File: src/rtl/risc_ctrl.sv
// Instruction-cycle sequencer for the 8-bit RISC core: fetches the two-byte
// instruction, latches its opcode and issues registered control strobes.
module risc_ctrl (
  input  logic       clk,
  input  logic       rst_n,
  input  logic       ena,
  input  logic [2:0] opcode,
  input  logic       zero,
  output logic       rd,
  output logic       wr,
  output logic       load_ir,
  output logic       inc_pc,
  output logic       load_pc,
  output logic       alu_ena,
  output logic       load_acc,
  output logic       datactl_ena,
  output logic       halt,
  output logic       fetch
);

  localparam logic [3:0] ST_IDLE = 4'd0;
  localparam logic [3:0] ST_S0   = 4'd1;
  localparam logic [3:0] ST_S1   = 4'd2;
  localparam logic [3:0] ST_S2   = 4'd3;
  localparam logic [3:0] ST_S3   = 4'd4;
  localparam logic [3:0] ST_S4   = 4'd5;
  localparam logic [3:0] ST_S5   = 4'd6;
  localparam logic [3:0] ST_S6   = 4'd7;
  localparam logic [3:0] ST_S7   = 4'd8;

  localparam logic [2:0] OP_HLT = 3'b000;
  localparam logic [2:0] OP_SKZ = 3'b001;
  localparam logic [2:0] OP_ADD = 3'b010;
  localparam logic [2:0] OP_AND = 3'b011;
  localparam logic [2:0] OP_XOR = 3'b100;
  localparam logic [2:0] OP_LDA = 3'b101;
  localparam logic [2:0] OP_STO = 3'b110;
  localparam logic [2:0] OP_JMP = 3'b111;

  logic [3:0] state_q, state_d;
  logic [2:0] op_q, op_d;
  logic       skip_q, skip_d;

  logic rd_q, rd_d;
  logic wr_q, wr_d;
  logic load_ir_q, load_ir_d;
  logic inc_pc_q, inc_pc_d;
  logic load_pc_q, load_pc_d;
  logic alu_ena_q, alu_ena_d;
  logic load_acc_q, load_acc_d;
  logic datactl_ena_q, datactl_ena_d;
  logic halt_q, halt_d;
  logic fetch_q, fetch_d;

  logic is_alu;
  logic is_sto;
  logic is_jmp;
  logic is_hlt;
  logic do_skip;

  always_comb begin
    state_d = ST_IDLE;
    case (state_q)
      ST_IDLE: state_d = ena ? ST_S0 : ST_IDLE;
      ST_S0:   state_d = ST_S1;
      ST_S1:   state_d = ST_S2;
      ST_S2:   state_d = ST_S3;
      ST_S3:   state_d = ST_S4;
      ST_S4:   state_d = ST_S5;
      ST_S5:   state_d = ST_S6;
      ST_S6:   state_d = ST_S7;
      ST_S7:   state_d = ena ? ST_S0 : ST_IDLE;
      default: state_d = ST_IDLE;
    endcase
  end

  // opcode and zero are sampled on one edge each; everything else ignores them.
  assign op_d   = (state_q == ST_S2) ? opcode : op_q;
  assign skip_d = (state_q == ST_S3) ? zero : skip_q;

  // Decode uses the values being latched this edge so the S3/S4 strobes are not a cycle late.
  assign is_alu  = (op_d == OP_ADD) || (op_d == OP_AND) ||
                   (op_d == OP_XOR) || (op_d == OP_LDA);
  assign is_sto  = (op_d == OP_STO);
  assign is_jmp  = (op_d == OP_JMP);
  assign is_hlt  = (op_d == OP_HLT);
  assign do_skip = (op_d == OP_SKZ) && skip_d;

  always_comb begin
    rd_d          = 1'b0;
    wr_d          = 1'b0;
    load_ir_d     = 1'b0;
    inc_pc_d      = 1'b0;
    load_pc_d     = 1'b0;
    alu_ena_d     = 1'b0;
    load_acc_d    = 1'b0;
    datactl_ena_d = 1'b0;
    halt_d        = 1'b0;
    fetch_d       = 1'b0;
    case (state_d)
      ST_S0, ST_S1: begin
        rd_d      = 1'b1;
        load_ir_d = 1'b1;
        inc_pc_d  = 1'b1;
        fetch_d   = 1'b1;
      end
      ST_S2: fetch_d = 1'b1;
      ST_S3: begin
        fetch_d = 1'b1;
        halt_d  = is_hlt;
      end
      ST_S4: begin
        rd_d          = is_alu;
        alu_ena_d     = is_alu;
        datactl_ena_d = is_sto;
        load_pc_d     = is_jmp;
        inc_pc_d      = do_skip;
        halt_d        = is_hlt;
      end
      ST_S5: begin
        rd_d          = is_alu;
        load_acc_d    = is_alu;
        datactl_ena_d = is_sto;
        wr_d          = is_sto;
        load_pc_d     = is_jmp;
        inc_pc_d      = do_skip;
        halt_d        = is_hlt;
      end
      ST_S6: begin
        datactl_ena_d = is_sto;
        halt_d        = is_hlt;
      end
      ST_S7: halt_d = is_hlt;
      default: ;
    endcase
  end

  always_ff @(posedge clk or negedge rst_n) begin
    if (!rst_n) begin
      state_q       <= ST_IDLE;
      op_q          <= OP_HLT;
      skip_q        <= 1'b0;
      rd_q          <= 1'b0;
      wr_q          <= 1'b0;
      load_ir_q     <= 1'b0;
      inc_pc_q      <= 1'b0;
      load_pc_q     <= 1'b0;
      alu_ena_q     <= 1'b0;
      load_acc_q    <= 1'b0;
      datactl_ena_q <= 1'b0;
      halt_q        <= 1'b0;
      fetch_q       <= 1'b0;
    end else begin
      state_q       <= state_d;
      op_q          <= op_d;
      skip_q        <= skip_d;
      rd_q          <= rd_d;
      wr_q          <= wr_d;
      load_ir_q     <= load_ir_d;
      inc_pc_q      <= inc_pc_d;
      load_pc_q     <= load_pc_d;
      alu_ena_q     <= alu_ena_d;
      load_acc_q    <= load_acc_d;
      datactl_ena_q <= datactl_ena_d;
      halt_q        <= halt_d;
      fetch_q       <= fetch_d;
    end
  end

  assign rd          = rd_q;
  assign wr          = wr_q;
  assign load_ir     = load_ir_q;
  assign inc_pc      = inc_pc_q;
  assign load_pc     = load_pc_q;
  assign alu_ena     = alu_ena_q;
  assign load_acc    = load_acc_q;
  assign datactl_ena = datactl_ena_q;
  assign halt        = halt_q;
  assign fetch       = fetch_q;

endmodule

File: config.mk
export PLATFORM = sky130hd
export DESIGN_NAME = risc_ctrl
export DESIGN_NICKNAME = d
export VERILOG_FILES = /design/src/rtl/risc_ctrl.sv
export SDC_FILE = /design/constraint.sdc
export NUM_CORES = 1
export LEC_CHECK = 0
export BUFFER_PORTS_ARGS = -buffer_cell sky130_fd_sc_hd__buf_2
export CAP_MARGIN = 10
export CORE_MARGIN = 2
export CORE_UTILIZATION = 51
export CTS_BUF_LIST = sky130_fd_sc_hd__clkbuf_16
export DETAILED_ROUTE_END_ITERATION = 10
export PLACE_DENSITY_LB_ADDON = 0.3
export SETUP_SLACK_MARGIN = 0.05
export SLEW_MARGIN = 20
export SYNTH_ARGS = -nofsm -noshare
export SYNTH_HDL_FRONTEND = slang
export SYNTH_SLANG_ARGS = --single-unit
File: constraint.sdc
create_clock -name clk -period 2.41 [get_ports clk]
set_clock_uncertainty 0.2 [all_clocks]
set_input_delay 0 -clock clk [delete_from_list [all_inputs] [get_ports clk]]
set_output_delay 0 -clock clk [all_outputs]
set_load 0.01 [all_outputs]
==> results.py, run 1 <==
metrics = {
    "cells_and_area": {
        "drive_above_1_share_pct": 25.25,
        "seq_area_sq_um": 450.4,
        "areaGrowthSynthToFinish_pct": 30.39,
        "multiInputGateArea_sq_um": 305.3,
        "insertedDiodeCount": 0,
        "fin_nets": 107,
        "nFillCells": 101,
    },
    "route": {
        "ant_nets": 0,
        "wirelength_um": 1498,
        "drtPass1Iterations": 4,
        "drc_errors": 0,
        "route.detailed.wl_per_inst_um": 13.03,
        "first_iter_violations": 23,
        "routed-via-count": 592,
        "route.detailed.vias_per_inst": 5.148,
    },
    "grt": {
        "antenna_found_initial": 0,
        "overflow": 0,
        "grt_pass1_vias": 572,
        "grt_start_max_net_pins": 19,
        "overall_routing_resource_usage_pct": 18.61,
        "grt_pass1_wl_um": 2463,
    },
    "clock_tree": {
        "clock_insertion_delay_worst_skew_ns": 0.25,
        "cts.reportedPaths.clkPinSlew_ns": 0.05,
        "cts_bufs_inserted": 3,
        "clock_tree_from_tritoncts": "yes",
        "cts-root-buf": "sky130_fd_sc_hd__clkbuf_16",
        "post_cts_setup_buffer_count": 0,
        "cts.sink_count": 18,
        "cts.path.max_buffers": 2,
        "cts.htree.levels": 1,
    },
    "synth": {
        "synth_seq_area_share_pct": 56.69,
        "ys_top_cells_by_area": "sky130_fd_sc_hd__dfrtp_1, sky130_fd_sc_hd__mux2i_1, sky130_fd_sc_hd__nor2_1",
        "yosysWarnings": 0,
        "yosysUniqueCellTypes": 25,
        "synth.largest_area_cell": "sky130_fd_sc_hd__dfrtp_1",
        "postSynthRegisterBits": 18,
        "synth.net_count": 82,
        "syn-instance-count": 75,
        "synthDominantCellAreaShare_pct": 56.69,
        "syn-cell-area_sq_um": 794.5,
        "synthesis.area_per_instance_sq_um": 10.59,
    },
    "worst_setup_path": {
        "timing.critical_path.fanout_max": 12,
        "worstSetupEndpointType": "flip-flop",
        "crit-reg2reg-launch": "state_q[3]",
        "worstReg2RegEnd": "wr",
        "timing.setup.critical_path_class": "reg2reg",
        "cp_data_required_time_ns": 2.33,
        "startpoint_type": "flip-flop",
        "worst-endpoint-arrival_ns": 1.88,
        "startpoint": "state_q[3]",
        "r2r_setup_slack_ns": 0.45,
        "timing.reg2reg.worst_path_depth": 5,
    },
    "timing": {
        "fmax_ghz": 0.5109,
        "grt_setup_unrepaired": "false",
        "timing_hold_violations_final": 0,
        "finalCritPeriodShare_pct": 81.21,
        "max_slew_margin_pct": 73.73,
        "timing.final.max_slew_violations": 0,
        "slew_at_the_pin_closest_to_its_max_slew_limit_ns": 0.3941,
        "totalNegativeSetupSlack_ns": 0,
        "fin_hold_ws_ns": 0.0006150,
        "finalSetupViolations": 0,
        "layout_min_cycle_time_ns": 1.957,
    },
    "power_and_ir_drop": {
        "power.share.clock_pct": 23.5,
        "p_sw_share_pct": 36.43,
        "switching_power_summed_over_all_nets_mw": 0.5096,
        "power.leakage_nw": 0.5159,
        "max-vdd-ir-drop_v": 0.0007181,
        "seqPwrFrac_pct": 36.4,
        "power.density_cell_area_mw_per_mm2": 1350,
        "p_comb_share_pct": 40.1,
        "power.internal_mw": 0.8890,
    },
    "run": {
        "cap_violations": 0,
    },
    "placement": {
        "gp_routability_congestion": 0.7719,
        "count_of_buffers_inserted_at_the_top_level_ports": 16,
        "detailedPlacementHpwl_um": 987.2,
    },
    "floorplan": {
        "floorplan.die_area_sq_mm": 0.001890,
        "fp.dieW_um": 43.47,
        "dieHeight_um": 43.47,
        "coreArea_sq_mm": 0.001489,
        "initial_utilization_pct": 53.36,
        "rows": 14,
        "pin_count": 17,
    },
    "outcome": {
        "run_status": "completed",
    },
    "hold_path": {
        "hold_path_class": "in2async",
    },
}
[how the worst max path moves through the flow]
stage | endpoint | slack [ns]
6_report | wr | 0.45
5_1_grt | wr | 0.36
4_1_cts | wr | 0.44
3_5_place_dp | wr | 0.47
3_3_place_gp | halt | 0.53
2_1_floorplan | halt | 0.73
[registers in the layout, summed over array words and instances, names as in the netlist]
| signal | count |
|---|---|
| state_q | 4 |
| op_q | 3 |
| alu_ena | 1 |
| datactl_ena | 1 |
| fetch | 1 |
| halt | 1 |
| inc_pc | 1 |
| load_acc | 1 |
| load_ir | 1 |
| load_pc | 1 |
| rd | 1 |
| skip_q | 1 |
| wr | 1 |
[synthesized netlist by cell type]
master	count
sky130_fd_sc_hd__dfrtp_1	18
sky130_fd_sc_hd__nor2_1	11
sky130_fd_sc_hd__mux2i_1	6
sky130_fd_sc_hd__inv_1	5
sky130_fd_sc_hd__nor3_1	5
sky130_fd_sc_hd__a21oi_1	4
sky130_fd_sc_hd__clkbuf_1	3
sky130_fd_sc_hd__nand2b_1	3
sky130_fd_sc_hd__nand3_1	2
sky130_fd_sc_hd__o31ai_1	2
sky130_fd_sc_hd__xor2_1	2
sky130_fd_sc_hd__a2bb2oi_1	1
sky130_fd_sc_hd__buf_1	1
sky130_fd_sc_hd__buf_2	1
sky130_fd_sc_hd__mux2_2	1
sky130_fd_sc_hd__nand2_1	1
sky130_fd_sc_hd__nor2b_1	1
sky130_fd_sc_hd__nor3b_2	1
sky130_fd_sc_hd__nor4_1	1
sky130_fd_sc_hd__nor4_2	1
sky130_fd_sc_hd__nor4bb_1	1
sky130_fd_sc_hd__o21a_1	1
sky130_fd_sc_hd__o21ai_0	1
sky130_fd_sc_hd__or3_1	1
sky130_fd_sc_hd__or4_1	1
[power by group through the flow]
stage	clock [mW]	combinational (mW)	sequential, mW
3_5_place_dp	0	0.547	0.510
3_3_place_gp	0	0.535	0.507
4_1_cts	0.333	0.560	0.508
6_report	0.328	0.561	0.510
5_1_grt	0.343	0.627	0.524
2_1_floorplan	0	0.389	0.510
[metrics by stage]
step	cell area, sq um	setup WS, ns	utilization (%)	std cells	power [mW]
finish	1036	0.4528	69.58	115	1.399
detailed placement	897.1	0.4656	60.25	105	1.057
floorplan	794.5	0.7313	-	75	0.8992
global route	1036	0.3600	69.58	115	1.495
global placement	897.1	0.5339	60.25	105	1.042
CTS	1036	0.4383	69.58	115	1.401
[final cells by class]
cell class              instances  area share (%)
clock inverters                 1          0.3623
well taps                      16           1.932
multi-input cells              47           29.47
inverters                       5           1.812
clock buffers                   3           7.246
flip-flops and latches         18           43.48
repair buffers                 25           15.70
[critical path, cell delays in order, from the launching register on]
cell and delay [ns]:
sky130_fd_sc_hd__dfrtp_1 0.51, sky130_fd_sc_hd__nor4bb_1 0.33, sky130_fd_sc_hd__buf_4 0.19, sky130_fd_sc_hd__mux2i_1 0.32, sky130_fd_sc_hd__nor4_2 0.10, sky130_fd_sc_hd__nor3b_2 0.17
[logic make-up (layout without fill, tap and decap cells)]
family | Yosys count | in the layout | share of synthesized area [%]
xor gates and xnor gates | 2 | 2 | 2.205
and+or+nand+nor | 29 | 29 | 20.16
buffers and inverters | 10 | 34 | 4.881
AOI/OAI and AO/OA | 9 | 9 | 7.086
muxes | 7 | 7 | 8.977
DFF | 18 | 18 | 56.69
[routing by layer]
metal | wire length, um | global-route usage (%)
met1 | 704 | 24.73
met5 | 0 | 0
met3 | 37 | 3.750
met2 | 728 | 27.46
met4 | 27 | 12.73
[timing repair]
action / in CTS / in global routing
gates resized for setup: 0 / 0
hold buffers: 6 / 0
endpoints found under the hold margin: 27 / 0
[layout by cell type, fill, tap and decap left out]
| master | synthesis | routed |
|---|---|---|
| sky130_fd_sc_hd__o21a_1 | 1 | 1 |
| sky130_fd_sc_hd__dlygate4sd3_1 | 0 | 6 |
| sky130_fd_sc_hd__nor4_2 | 1 | 1 |
| sky130_fd_sc_hd__o21ai_0 | 1 | 1 |
| sky130_fd_sc_hd__or3_1 | 1 | 1 |
| sky130_fd_sc_hd__buf_4 | 0 | 3 |
| sky130_fd_sc_hd__nand3_1 | 2 | 2 |
| sky130_fd_sc_hd__dfrtp_1 | 18 | 18 |
| sky130_fd_sc_hd__nor2b_1 | 1 | 1 |
| sky130_fd_sc_hd__a21oi_1 | 4 | 4 |
| sky130_fd_sc_hd__nor2_1 | 11 | 11 |
| sky130_fd_sc_hd__xor2_1 | 2 | 2 |
| sky130_fd_sc_hd__mux2i_1 | 6 | 6 |
| sky130_fd_sc_hd__nor3_1 | 5 | 5 |
| sky130_fd_sc_hd__o31ai_1 | 2 | 2 |
| sky130_fd_sc_hd__mux2_2 | 1 | 1 |
| sky130_fd_sc_hd__nor3b_2 | 1 | 1 |
| sky130_fd_sc_hd__clkbuf_16 | 0 | 3 |
| sky130_fd_sc_hd__a2bb2oi_1 | 1 | 1 |
| sky130_fd_sc_hd__nor4_1 | 1 | 1 |
| sky130_fd_sc_hd__clkinv_1 | 0 | 1 |
| sky130_fd_sc_hd__nor4bb_1 | 1 | 1 |
| sky130_fd_sc_hd__or4_1 | 1 | 1 |
| sky130_fd_sc_hd__buf_2 | 1 | 16 |
| sky130_fd_sc_hd__inv_1 | 5 | 5 |
| sky130_fd_sc_hd__nand2_1 | 1 | 1 |
| sky130_fd_sc_hd__nand2b_1 | 3 | 3 |
Note: power is estimated with default switching activity, not from simulation.
==> run 2: changes to the inputs <==
ABC_AREA = 1   (was default)
CORE_UTILIZATION = 45   (was 51)
clock period = 1.6 ns   (was 2.41 ns; I/O delays follow)
==> run 2 against run 1 <==
Compared with the run above:
- final area decreased by 2.3%
- register-to-register slack got worse by 0.29 ns
- die area increased by 8.7%
- sequential share of layout area increased by 1.1 points
- clock power increased by 47%
- area after synthesis decreased by 3.3%
- largest power group unchanged
==> results.py, run 2 <==
metrics = {
    "outcome": {
        "run_status": "completed",
    },
    "grt": {
        "grt_pass1_wl_um": 2497,
        "grt_start_max_net_pins": 19,
        "overall_routing_resource_usage_pct": 17.67,
        "antenna_found_initial": 0,
        "overflow": 0,
        "grt_pass1_vias": 583,
    },
    "synth": {
        "synthDominantCellAreaShare_pct": 58.63,
        "syn-cell-area_sq_um": 768.2,
        "postSynthRegisterBits": 18,
        "synth_seq_area_share_pct": 58.63,
        "ys_top_cells_by_area": "sky130_fd_sc_hd__dfrtp_1, sky130_fd_sc_hd__nand2_1, sky130_fd_sc_hd__nand3_1",
        "synthesis.area_per_instance_sq_um": 9.484,
        "synth-async-reset-ratio_pct": 100.0,
        "synth.net_count": 88,
        "yosysUniqueCellTypes": 16,
        "syn-instance-count": 81,
        "yosys_most_used_dff": "sky130_fd_sc_hd__dfrtp_1",
        "yosysWarnings": 0,
        "synth.largest_area_cell": "sky130_fd_sc_hd__dfrtp_1",
        "netlist_top_cells_count": "sky130_fd_sc_hd__dfrtp_1, sky130_fd_sc_hd__nand2_1, sky130_fd_sc_hd__nand3_1, sky130_fd_sc_hd__nand2_2",
        "synth_enable_flop_cells": 0,
    },
    "clock_tree": {
        "post_cts_setup_buffer_count": 0,
        "cts.path.max_buffers": 2,
        "cts_bufs_inserted": 3,
        "cts.reportedPaths.clkPinSlew_ns": 0.05,
        "cts.sink_count": 18,
        "clock_tree_from_tritoncts": "yes",
        "clock_insertion_delay_worst_skew_ns": 0.25,
        "cts.htree.levels": 1,
        "cts-root-buf": "sky130_fd_sc_hd__clkbuf_16",
    },
    "route": {
        "route.detailed.vias_per_inst": 4.984,
        "drc_errors": 0,
        "first_iter_violations": 14,
        "ant_nets": 0,
        "wirelength_um": 1471,
        "route.detailed.wl_per_inst_um": 12.06,
        "drtPass1Iterations": 4,
        "routed-via-count": 608,
    },
    "run": {
        "cap_violations": 0,
    },
    "hold_path": {
        "hold_path_class": "in2async",
    },
    "floorplan": {
        "floorplan.die_area_sq_mm": 0.002054,
        "coreArea_sq_mm": 0.001559,
        "rows": 14,
        "initial_utilization_pct": 49.28,
        "dieHeight_um": 45.32,
        "pin_count": 17,
        "fp.dieW_um": 45.32,
    },
    "timing": {
        "fmax_ghz": 0.6951,
        "timing_hold_violations_final": 0,
        "grt_setup_unrepaired": "false",
        "max_slew_margin_pct": 74.22,
        "finalCritPeriodShare_pct": 89.92,
        "slew_at_the_pin_closest_to_its_max_slew_limit_ns": 0.3867,
        "totalNegativeSetupSlack_ns": 0,
        "layout_min_cycle_time_ns": 1.439,
        "timing.final.max_slew_violations": 0,
        "finalSetupViolations": 0,
    },
    "worst_setup_path": {
        "timing.setup.critical_path_class": "reg2reg",
        "critical_path_cell_by_cell": "nand2_4, clkinv_4, nand2_4, nand2_1, nand2_1, nand2_1, nor3_1",
        "startpoint_type": "flip-flop",
        "crit_path_top_delay_cell": "sky130_fd_sc_hd__dfrtp_2",
        "timing.reg2reg.worst_path_depth": 7,
        "worstSetupPathDepth": 7,
        "worstSetupEndpointType": "flip-flop",
        "worst-path-buf-inv": 1,
        "cp_top_family": "simple AND/OR/NAND/NOR gates",
        "worst-endpoint-arrival_ns": 1.39,
        "cp_data_required_time_ns": 1.55,
        "cp_slowest_stage_delay_ns": 0.45,
        "cpMostUsedCell": "sky130_fd_sc_hd__nand2_1",
        "timing.critical_path.fanout_max": 8,
    },
    "cells_and_area": {
        "largest-register": "state_q",
        "most-common-layout-cells": "sky130_fd_sc_hd__nand2_1, sky130_fd_sc_hd__dfrtp_1, sky130_fd_sc_hd__buf_2",
        "layout_commonest_cell": "sky130_fd_sc_hd__nand2_1",
        "fin_nets": 115,
        "drive_above_1_share_pct": 33.96,
        "areaGrowthSynthToFinish_pct": 31.76,
        "final_cells": 122,
        "insertedDiodeCount": 0,
        "flip_flop_count_of_the_largest_register_all_copies_and_words_added": 4,
        "fin_area_sq_mm": 0.001012,
        "reg_top3": "state_q x4, op_q x3",
    },
    "placement": {
        "detailedPlacementHpwl_um": 1077,
        "placedInstanceArea_sq_um": 868.3,
        "gp_routability_congestion": 0.8622,
        "placed_cells_incl_taps": 113,
        "count_of_buffers_inserted_at_the_top_level_ports": 16,
    },
    "power_and_ir_drop": {
        "power.density_cell_area_mw_per_mm2": 2076,
        "max-vdd-ir-drop_v": 0.001344,
        "power.leakage_nw": 0.5478,
    },
}
==> run 2: cell count changes after synthesis, sizes merged, moves of 3 or more <==
cell,before,now
nor3,5,2
clkbuf,3,0
inv,5,8
nor2,11,8
nand3,2,11
mux2i,6,0
a21oi,4,0
o21ai,1,4
nand2b,3,0
nand2,1,26
==> run 2: layer usage <==
metal  vias up  track usage [%]  wire length, um
met4         0            8.824               20
li1        310                -                -
met1       280            22.11              672
met2        16            28.86              716
met5         -                0                0
met3         2            3.600               60
==> run 2: final cells by class <==
| class | instances | area [sq um] |
|---|---|---|
| inverters | 9 | 38.79 |
| well taps | 16 | 20.02 |
| multi-input cells | 54 | 286.5 |
| flip-flops and latches | 18 | 451.7 |
| repair buffers | 22 | 140.1 |
| clock buffers | 3 | 75.07 |
| fillers | 124 | 546.8 |
==> run 2: logic make-up after synthesis <==
family / share of synthesized area (%)
simple gates: 32.25
compound gates: 4.072
buf+inv: 5.049
flops: 58.63
==> run 2: metrics by stage <==
stage	worst slack (ns)	hold slack, ns	power, mW	utilization [%]
2_1_floorplan	0.2912	-0.4956	1.352	-
3_3_place_gp	0.1827	-0.2556	1.570	55.70
3_5_place_dp	0.1517	-0.2511	1.585	55.70
4_1_cts	0.1350	0.02983	2.087	64.37
5_1_grt	0.06135	0.06478	2.260	64.93
6_report	0.1613	0.01195	2.102	64.93
==> run 2: worst reg2reg max path, cell delays in order, from the launching register on <==
cell	delay, ns
sky130_fd_sc_hd__dfrtp_2	0.45
sky130_fd_sc_hd__nand2_4	0.11
sky130_fd_sc_hd__clkinv_4	0.08
sky130_fd_sc_hd__nand2_4	0.10
sky130_fd_sc_hd__nand2_1	0.06
sky130_fd_sc_hd__nand2_1	0.07
sky130_fd_sc_hd__nand2_1	0.09
sky130_fd_sc_hd__nor3_1	0.18
==> run 2: path summary, 6_finish.rpt <==
path	startpoint	endpoint	slack, ns
worst max register to register	state_q[0]	halt	0.16
worst min register to register	skip_q	skip_q	0.29
worst min-delay path	rst_n	wr	0.01
max in group asynchronous	rst_n	state_q[0]	0.89
min in group clk	skip_q	skip_q	0.29
worst max-delay path	state_q[0]	halt	0.16
==> run 2: what timing repair did <==
| action | in CTS | in global routing |
|---|---|---|
| resized for setup | 0 | 3 |
| hold buffers | 6 | 0 |
| hold endpoints to repair | 28 | 0 |
| setup endpoints to repair | 0 | 4 |
==> run 2: power breakdown <==
group / internal (mW) / switching, mW / total [mW]
Combinational: 0.298 / 0.570 / 0.868
Sequential: 0.632 / 0.118 / 0.750
Clock: 0.328 / 0.155 / 0.483
Total: 1.26 / 0.843 / 2.10
